--- src/rtl/bcd_feed_pkg.sv ---
// Shared types and constants for the binary-to-BCD display feed.
package bcd_feed_pkg;

  typedef enum logic [1:0] {
    ST_IDLE,
    ST_CONV,
    ST_DONE
  } state_e;

  localparam int unsigned N_BITS    = 14;
  localparam int unsigned MAX_VAL   = 9999;
  localparam logic [3:0]  ITER_LAST = 4'd13;
  localparam logic [15:0] OVF_HEXS  = 16'hEEEE;

  // Leading-zero blank mask; the units digit is never blanked.
  function automatic logic [3:0] blank_mask(input logic [15:0] h);
    return {h[15:12] == 4'd0, h[15:8] == 8'd0, h[15:4] == 12'd0, 1'b0};
  endfunction

endpackage

--- src/rtl/bcd_add3.sv ---
// Double-dabble digit correction: adds 3 to a BCD digit of 5 or more.
module bcd_add3 (
  input  logic [3:0] d_i,
  output logic [3:0] d_o
);

  always_comb begin
    d_o = d_i;
    if (d_i >= 4'd5) d_o = d_i + 4'd3;
  end

endmodule

--- src/rtl/bcd_display_feed.sv ---
// Sequential double-dabble converter feeding a 4-digit display driver with
// registered digits, decimal points, leading-zero blanks and overflow.
module bcd_display_feed #(
  parameter int N_BITS   = 14,
  parameter bit BLANK_LZ = 1'b1
) (
  input  logic              clk,
  input  logic              rst,
  input  logic              start,
  input  logic [N_BITS-1:0] bin,
  input  logic [3:0]        dp,
  output logic              busy,
  output logic              done,
  output logic              overflow,
  output logic [15:0]       hexs,
  output logic [3:0]        points,
  output logic [3:0]        LEs
);
  import bcd_feed_pkg::*;

  state_e            state_q, state_d;
  logic [3:0]        cnt_q, cnt_d;
  logic [15:0]       bcd_q, bcd_d;
  logic [N_BITS-1:0] sh_q, sh_d;
  logic [3:0]        dp_q, dp_d;
  logic              ovf_cap_q, ovf_cap_d;
  logic              ovf_q, ovf_d;
  logic [15:0]       hexs_q, hexs_d;
  logic [3:0]        points_q, points_d;
  logic [3:0]        les_q, les_d;

  logic [15:0]       bcd_adj;
  logic [15:0]       step_bcd;
  logic [N_BITS-1:0] step_sh;

  for (genvar g = 0; g < 4; g++) begin : g_digit
    bcd_add3 u_add3 (
      .d_i (bcd_q[4*g +: 4]),
      .d_o (bcd_adj[4*g +: 4])
    );
  end

  assign {step_bcd, step_sh} = {bcd_adj[14:0], sh_q, 1'b0};

  always_comb begin
    state_d   = state_q;
    cnt_d     = cnt_q;
    bcd_d     = bcd_q;
    sh_d      = sh_q;
    dp_d      = dp_q;
    ovf_cap_d = ovf_cap_q;
    ovf_d     = ovf_q;
    hexs_d    = hexs_q;
    points_d  = points_q;
    les_d     = les_q;
    case (state_q)
      ST_IDLE: begin
        if (start) begin
          state_d   = ST_CONV;
          sh_d      = bin;
          bcd_d     = '0;
          dp_d      = dp;
          ovf_cap_d = bin > N_BITS'(MAX_VAL);
          cnt_d     = '0;
        end
      end
      ST_CONV: begin
        bcd_d = step_bcd;
        sh_d  = step_sh;
        cnt_d = cnt_q + 4'd1;
        // Outputs are taken from the final step's result so DONE shows them at once.
        if (cnt_q == ITER_LAST) begin
          state_d = ST_DONE;
          if (ovf_cap_q) begin
            ovf_d    = 1'b1;
            hexs_d   = OVF_HEXS;
            points_d = '0;
            les_d    = '0;
          end else begin
            ovf_d    = 1'b0;
            hexs_d   = step_bcd;
            points_d = dp_q;
            les_d    = BLANK_LZ ? blank_mask(step_bcd) : 4'b0000;
          end
        end
      end
      ST_DONE: state_d = ST_IDLE;
      default: state_d = ST_IDLE;
    endcase
  end

  always_ff @(posedge clk or posedge rst) begin
    if (rst) begin
      state_q   <= ST_IDLE;
      cnt_q     <= '0;
      bcd_q     <= '0;
      sh_q      <= '0;
      dp_q      <= '0;
      ovf_cap_q <= 1'b0;
      ovf_q     <= 1'b0;
      hexs_q    <= '0;
      points_q  <= '0;
      les_q     <= '0;
    end else begin
      state_q   <= state_d;
      cnt_q     <= cnt_d;
      bcd_q     <= bcd_d;
      sh_q      <= sh_d;
      dp_q      <= dp_d;
      ovf_cap_q <= ovf_cap_d;
      ovf_q     <= ovf_d;
      hexs_q    <= hexs_d;
      points_q  <= points_d;
      les_q     <= les_d;
    end
  end

  assign busy     = (state_q != ST_IDLE);
  assign done     = (state_q == ST_DONE);
  assign overflow = ovf_q;
  assign hexs     = hexs_q;
  assign points   = points_q;
  assign LEs      = les_q;

endmodule
--- config.mk ---
export PLATFORM = sky130hd
export DESIGN_NAME = bcd_display_feed
export DESIGN_NICKNAME = d
export VERILOG_FILES = /design/src/rtl/bcd_feed_pkg.sv /design/src/rtl/bcd_add3.sv /design/src/rtl/bcd_display_feed.sv
export SDC_FILE = /design/constraint.sdc
export NUM_CORES = 1
export LEC_CHECK = 0
export ABC_CLOCK_PERIOD_IN_PS = 5250
export CAP_MARGIN = 30
export CORE_UTILIZATION = 65
export CTS_CLUSTER_SIZE = 25
export DETAILED_ROUTE_END_ITERATION = 16
export DONT_BUFFER_PORTS = 1
export GPL_TIMING_DRIVEN = 0
export PLACE_DENSITY = 0.81
export SYNTH_ARGS = -nofsm -noshare
export SYNTH_HDL_FRONTEND = slang
export SYNTH_SLANG_ARGS = --single-unit
--- constraint.sdc ---
create_clock -name clk -period 5.25 [get_ports clk]
set_input_delay 1.575 -clock clk [delete_from_list [all_inputs] [get_ports clk]]
set_output_delay 1.575 -clock clk [all_outputs]
set_load 0.02 [all_outputs]
* Word-level counts from Yosys, hierarchy flattened
Index checks and enable logic that the tools add are counted.
** Word-level totals
- Flip-flop bits (word level) :: 66
- Input port bits :: 21
- Output and inout bits :: 27
- Word-level logic and storage cells :: 52
** Cells by class
- Add/sub/neg operators :: 5
- Order comparisons :: 5
- Equal/unequal tests :: 5
- Mux-type cells :: 17
- Reductions and logical operators :: 10
** Operator list (count)
- 2-to-1 mux 16 bit :: 2
- case mux 16 bit (2 select lines) :: 1
- case mux 14 bit (2 select lines) :: 1
- 2-to-1 mux 4 bit :: 6
- greater-or-equal comparator 4 x 3 -> 1 bit (second input constant) :: 4
- greater-than comparator 14 bit (second input constant) :: 1
- 2-to-1 mux 14 bit :: 1
- adder 4 x 2 -> 4 bit (second input constant) :: 3
- zero test 12 bit :: 1
- zero test 8 bit :: 1
- case mux 4 bit (2 select lines) :: 1
- AND reduction 2 bit :: 4
- adder 4 x 1 -> 4 bit (second input constant) :: 1
- equality test 4 bit (second input constant) :: 1
- zero test 4 bit :: 1
- 2-to-1 mux 2 bit :: 2
- != test 2 bit (second input constant) :: 2
- case mux 2 bit (2 select lines) :: 1
- nonzero test 2 bit :: 2
- adder 3 x 2 -> 3 bit (second input constant) :: 1
- 2-to-1 mux 3 bit :: 1
- equality test 2 x 1 -> 1 bit (second input constant) :: 1
- equality test 2 bit (second input constant) :: 1
- zero test 2 bit :: 1
- 2-to-1 mux 1 bit :: 1

* Depth between registers and ports, before layout
Gate-level depths: netlist (run 1).
- Word-level depth :: 4
- Depth in mapped cells :: 9
- Mapped depth without buffers :: 7

* Modules after synthesis
From an unflattened synthesis (run 1), not the netlist that was laid out.
** Second synthesis, totals
- Cell total of the unflattened synthesis :: 357
- Area total of the unflattened synthesis :: 3188.1 µm²
** By module, submodules not included
- bcd_display_feed :: times used 1, cells each 293, area each 2782.7 µm², sequential area each 1626.6 µm²
- bcd_add3 :: times used 4, cells each 16, area each 101.3 µm², sequential area each 0.0 µm²

* Worst setup path before layout (run 1)
OpenSTA, ideal clock, no wires.
- Path type :: input port to flip-flop
- From :: in start
- To :: reg sh_q[1]
- Library setup time :: 72 ps
- Data arrival time :: 2292 ps
- Setup slack :: 2886 ps
- Stages :: 5
- Path through :: nand2_1 nand2_1 clkbuf_1 nor2_1 nor2_1
** On the way
- Cells in the longest elaborated chain, start to end :: 2
** Ends and longest elaborated chain
- start: declaration :: RTL line bcd_display_feed.sv:9 : input logic start,
- != test 2 bit (no source line)
- AND reduction 2 bit (no source line)
- end signal: assignment :: RTL line bcd_display_feed.sv:97 : sh_q <= '0;
- end signal: assignment :: RTL line bcd_display_feed.sv:108 : sh_q <= sh_d;
- end: declaration :: RTL line bcd_display_feed.sv:24 : logic [N_BITS-1:0] sh_q, sh_d;
Every way passes these cells.
A chain may end at the register's enable or synchronous reset.

* Worst setup path in the final report (run 1)
- From :: reg state_q[0]
- To :: out done
** On the way
- Cells in the longest elaborated chain, start to end :: 1
** Ends and longest elaborated chain
- start: declaration :: RTL line bcd_display_feed.sv:21 : state_e state_q, state_d;
- start signal: assignment :: RTL line bcd_display_feed.sv:105 : state_q <= state_d;
- equality test 2 bit :: RTL line bcd_display_feed.sv:119 : assign done = (state_q == ST_DONE);
- end: declaration :: RTL line bcd_display_feed.sv:13 : output logic done,
Every way passes these cells.

==> results_dict.tcl, run 1 <==
set metrics [dict create \
    status "finished, final reports clean" \
    yosys_warnings 0 \
    ios 48 \
    switching_share_pct 43.8 \
    final_hold_viol_count 0 \
    place_ws_ps 2560 \
    power.net_switching_uw 980 \
    yosys.area_share.simple_pct 20.8 \
    fillers 330 \
    vias 2398 \
    worst_pin_slew_ps 720 \
    clkTransAtPathRegs_ps 70 \
    synth_top_family_by_area "simple AND/OR/NAND/NOR gates" \
    ir_drop_mv 0.383 \
    seq_power_share_pct 43.7 \
    p_total_mw 2.24 \
    setup_viol 0 \
    clockBufferDepth 2 \
    max_slew_margin_pct 51.9 \
    synth_fp_nets 352 \
    initial_utilization_pct 68.8 \
    post_cts_resized 0 \
    place_inst 374 \
    slowest_stage "dfrtp_1" \
    fin_skew_ps 8.07 \
    layout_setup_ws_ps 2580 \
    layout-drive-gt1-share_pct 8.28 \
    dpl-instance-area_um2 3120 \
    cts_buffers 9 \
    worst-path-buf-inv 0 \
    ys_types 42 \
    synth_cells 321 \
    gp_congestion 0.881 \
    cts-root-buf "clkbuf_8" \
    holdWs_ps 488 \
    async_flop_share_pct 100 \
    ant_nets 0 \
    globalRouteTotalUtil_pct 29.6 \
    path_cells "and2b_1" \
    grt_pass1_vias 2411 \
    synth_top_cell_by_area "dfrtp_1" \
    cap_violations 0 \
    required_ps 3680 \
    synth_top_area_share_pct 53.5 \
    utilization_pct 74.7 \
    synth_edf_count 0 \
    finalCritPeriodShare_pct 50.9 \
    ys_seq_elements 65 \
    finalSetupTns_ps 0 \
    final_cells 390 \
    fin_area_um2 3300 \
    clk_latency_ps 350 \
    min_path_type "register to register" \
    cts_htree_levels 3 \
    power_leakage_nw 1.52 \
    grt-ovfl-total 0 \
    fmax_mhz 374 \
    arrival_ps 1100 \
    wl_met2_um 3140 \
    max_stage_delay_ps 430 \
    area_delta_synth_final_pct 8.53 \
    fin_nets 364 \
    dr_wl_met3_um 368 \
    ys_seq_area_share_pct 53.5 \
    slew_violations 0 \
    cp_max_fo 4 \
    antenna-diode-count 0 \
    core_um2 4410 \
    synthFlopType "dfrtp_1" \
    p_per_area_nw_per_um2 678 \
    rsz0062_at_grt "no" \
    chipHeight_um 70.4 \
    cts_tree "yes" \
    syn_avg_cell_area_um2 9.46 \
    cp_top_family "flip-flops" \
    synthMuxAreaShare_pct 1.36 \
    post_cts_buffers 0 \
    crit_path_end_kind "output port" \
    synthXorXnorAreaFrac_pct 1.44 \
    die_w_um 70.4 \
    drtIter0Drc 223 \
    worstSetupStartpointType "register" \
    route.detailed.drc 0 \
    rows 24 \
    wl_met1_um 2960 \
    grt_max_degree 34 \
    highest_layer "met4" \
    syn_area_um2 3040 \
    synth_compound_area_share_pct 14.4 \
    dr.pass1.iters 4 \
    clock-sinks 65 \
    period_needed_ps 2670 \
    p_comb_share_pct 39.2 \
    drt-total-wl_um 6610 \
    holdBufCountCts 0 \
    p_int_mw 1.26 \
    vias_per_cell 6.15 \
    dieArea_um2 4950 \
    portBuffers 0 \
    path_class "register to output port" \
    synth_fa_ha_area_share_pct 4.12 \
    antenna_found_initial 0 \
    wl_per_cell_um 16.9 \
    grt_pass1_wl_um 11200 \
    dp_hpwl_um 4450 \
    ys_top_cells_by_area "dfrtp_1 (54%), nand2_1 (5.3%), nor2_1 (4.9%), ha_1 (4.1%), o21ai_0 (4.1%)" \
    clkPwrFrac_pct 17.1 \
]
cells in the final DEF, fill, tap and decap left out, types with 5 or more instances in the layout:
master / Yosys / routed
a21oi_1: 19 / 19
o21ai_0: 25 / 25
nand2_1: 43 / 43
o22ai_1: 12 / 12
nor3b_1: 6 / 6
nor2_1: 40 / 40
clkbuf_1: 13 / 15
clkbuf_8: 0 / 11
nand3_1: 19 / 19
dfrtp_1: 65 / 65
nand3b_1: 5 / 5
ha_1: 10 / 10
inv_1: 15 / 14
path summary, 6_finish.rpt:
kind / end / depth (start not counted) / slack [ps] / from
worst max-delay path: done / 1 / 2580 / state_q[0]
worst min-delay path: dp_q[3] / 2 / 490 / dp_q[3]
worst max register to register: LEs[1] / 7 / 3100 / cnt_q[1]
worst min register to register: dp_q[3] / 2 / 490 / dp_q[3]
max in group asynchronous: dp_q[1] / 2 / 3400 / rst
min in group asynchronous: hexs[10] / 1 / 1230 / rst
synthesized netlist by cell type, types with 2 or more instances:
master	instances
nand3b_1	5
a21o_1	2
nor2_1	40
a31oi_1	2
dfrtp_1	65
a21oi_1	19
xnor2_1	4
clkbuf_1	13
nand3_1	19
o22a_1	2
nand2_1	43
nor3b_1	6
nand2b_1	4
buf_2	3
inv_1	15
o21ai_1	2
and2_1	2
ha_1	10
o21ai_0	25
mux2i_1	3
o31ai_1	4
a32o_1	2
o22ai_1	12
routing by layer:
metal | track usage (%) | vias to the layer above
met5 | 0 | -
met4 | 12.2 | 0
met3 | 7.94 | 12
met2 | 46.0 | 66
met1 | 39.4 | 1194
li1 | - | 1126
power by group through the flow:
stage	clock, mW	sequential (mW)	combinational (mW)
after detailed placement	0	0.984	0.852
after floorplan	0	0.938	0.685
after global placement	0	0.970	0.815
after CTS	0.384	0.979	0.874
final	0.382	0.978	0.876
after global routing	0.404	1.01	0.995
kinds of logic (layout without fill, tap and decap cells):
| logic type | count (synthesis) | after routing |
|---|---|---|
| and+or+nand+nor | 130 | 130 |
| adders and majority gates | 10 | 10 |
| DFF | 65 | 65 |
| buffers and inverters | 32 | 49 |
| other | 1 | 1 |
| AOI/OAI and AO/OA | 74 | 74 |
| xor gates and xnor gates | 5 | 5 |
| muxes | 4 | 4 |
sequential cells by signal (all words and copies together), names as in the netlist:
signal	count
hexs	16
sh_q	14
cnt_q	4
state_q	2
points	4
bcd_q	16
overflow	1
LEs	3
dp_q	4
ovf_cap_q	1
tightest hold or removal path, cell delays in order (launching register included):
cell     delay (ps)
dfrtp_1         350
nand2_1          60
nand2_1          60
layout make-up:
cell class	count	area (um2)	share of cell area, %
plain buffers	17	71.3	2.16
clock buffers	13	159	4.82
clock inverters	3	15.0	0.455
inverters	15	56.3	1.71
multi-input cells	224	1280	38.9
flip-flops and latches	65	1630	49.3
well taps	52	65.1	1.97
repair buffers	1	20.0	0.607
(Power assumes the default switching activity.)
==> inputs of run 2 (changes only) <==
--- a/config.mk
+++ b/config.mk
@@ -5,14 +5,14 @@
 export SDC_FILE = /design/constraint.sdc
 export NUM_CORES = 1
 export LEC_CHECK = 0
-export ABC_CLOCK_PERIOD_IN_PS = 5250
+export ABC_CLOCK_PERIOD_IN_PS = 2200
 export CAP_MARGIN = 30
-export CORE_UTILIZATION = 65
+export CORE_UTILIZATION = 56
 export CTS_CLUSTER_SIZE = 25
 export DETAILED_ROUTE_END_ITERATION = 16
 export DONT_BUFFER_PORTS = 1
 export GPL_TIMING_DRIVEN = 0
-export PLACE_DENSITY = 0.81
+export PLACE_DENSITY = 0.74
 export SYNTH_ARGS = -nofsm -noshare
 export SYNTH_HDL_FRONTEND = slang
 export SYNTH_SLANG_ARGS = --single-unit
==> constraint.sdc (replaced) <==
create_clock -name clk -period 2.2 [get_ports clk]
set_input_delay 0.66 -clock clk [delete_from_list [all_inputs] [get_ports clk]]
set_output_delay 0.66 -clock clk [all_outputs]
set_load 0.02 [all_outputs]
==> run 2 against run 1 <==
- wire length decreased by 6.4%
- cell area increased by 0.53%
- combinational power increased by 130%
- clock-buffer cell count decreased by 1
- sequential power increased by 140%
- total power increased by 130%
- cell count increased by 4.4%
- first-iteration DRC count decreased by 49%
- non-clock buffer count increased by 2
- critical endpoint is now LEs[1]
- largest cell class unchanged
==> results_dict.tcl, run 2 (same netlist as run 1, synthesis figures left out) <==
set metrics [dict create \
    rsz0062_at_grt "no" \
    dieArea_um2 5720 \
    clkTransAtPathRegs_ps 70 \
    arrival_ps 2250 \
    initial_utilization_pct 58.7 \
    vias 2288 \
    grt_pass1_vias 2161 \
    cts_htree_levels 3 \
    slew_violations 0 \
    r2r_setup_slack_ps 230 \
    power_leakage_nw 1.51 \
    post_cts_resized 0 \
    fmax_mhz 507 \
    antenna_found_initial 0 \
    clockBufferDepth 2 \
    portBuffers 0 \
    fillers 421 \
    core_um2 5170 \
    max_slew_margin_pct 51.0 \
    route.detailed.drc 0 \
    layout_commonest_cell "dfrtp_1" \
    die_w_um 75.7 \
    gp_congestion 0.869 \
    vias_per_cell 5.62 \
    ios 48 \
    cts_buffers 9 \
    fin_area_um2 3310 \
    fin_nets 366 \
    grt-ovfl-total 0 \
    holdWs_ps 308 \
    cp_max_fo 4 \
    p_per_area_nw_per_um2 1570 \
    wl_per_cell_um 15.2 \
    min_path_type "input port to async pin" \
    final_hold_viol_count 0 \
    path_class "register to register" \
    grt_max_degree 34 \
    crit_path_end_kind "register" \
    ant_nets 0 \
    fin_skew_ps 9.95 \
    finalSetupTns_ps 0 \
    required_ps 2480 \
    dpl-instance-area_um2 3150 \
    period_needed_ps 1970 \
    cap_violations 0 \
    cts_tree "yes" \
    cts-root-buf "clkbuf_8" \
    ir_drop_mv 0.721 \
    clock-sinks 65 \
    dp_hpwl_um 4390 \
    area_delta_synth_final_pct 9.10 \
    dr.pass1.iters 4 \
    finalCritPeriodShare_pct 89.7 \
    layout-drive-gt1-share_pct 8.01 \
    worst_pin_slew_ps 733 \
    setup_viol 0 \
    drtIter0Drc 114 \
    worstSetupStartpointType "register" \
    globalRouteTotalUtil_pct 24.6 \
    drt-total-wl_um 6180 \
    grt_pass1_wl_um 10100 \
    antenna-diode-count 0 \
    chipHeight_um 75.7 \
    clk_latency_ps 340 \
    final_cell_mix "dfrtp_1 (65), nand2_1 (43), nor2_1 (40), o21ai_0 (25)" \
    rows 26 \
    status "finished, final reports clean" \
]
run 2: changes by cell type in the layout (fill, tap and decap cells not counted):
cell | before | now
clkinvlp_4 | 0 | 1
buf_4 | 1 | 3
clkinv_2 | 3 | 1
inv_2 | 1 | 0
clkbuf_8 | 11 | 10
run 2: path summary, 6_finish.rpt:
path / start / endpoint / cells after the start
min in group clk: dp[1] / dp_q[1] / 2
min: rst / sh_q[9] / 1
max in group asynchronous: rst / hexs[3] / 2
max reg2reg: bcd_q[12] / LEs[1] / 7
min reg2reg: dp_q[2] / dp_q[2] / 2
max: bcd_q[12] / LEs[1] / 7
run 2: worst max-delay path: stages (launching register included):
cell,delay [ps]
dfrtp_1,420
inv_1,120
ha_1,200
nand2b_1,60
a21oi_1,340
mux2i_1,180
nor4_2,380
a32o_2,220
run 2: what timing repair did:
action                     in CTS  in global routing
setup endpoints to repair       0                  1
setup buffers                   0                  2
hold buffers                    0                  0
run 2: layer usage:
layer,share of wire (%),up-vias,global-route usage (%)
met5,0,-,0
met4,2.2,0,13.6
met3,4.4,14,4.37
met2,45,57,36.6
met1,49,1089,34.3
li1,-,1128,-
run 2: metrics by stage:
step,std cells,worst slack (ps),total power [mW],utilization (%)
after CTS,405,119,5.20,63.8
final,407,226,5.19,64.1
after floorplan,321,464,3.87,-
after detailed placement,392,158,4.37,60.9
after global routing,407,61.3,5.63,64.1
after global placement,391,166,4.28,60.5
run 2: layout make-up:
class	instances	area, um2	area share [%]
Sequential cell	65	1630	49.1
Multi-Input combinational cell	224	1280	38.7
Clock buffer	12	145	4.38
Tap cell	70	87.6	2.64
Buffer	17	71.3	2.15
Inverter	15	60.1	1.81
Timing Repair Buffer	3	35.0	1.06
Clock inverter	1	5.00	0.151
run 2: power breakdown:
part	internal, mW	switching, mW
registers	1.72	0.605
logic	0.805	1.23
clock network	0.420	0.405
total	2.95	2.24
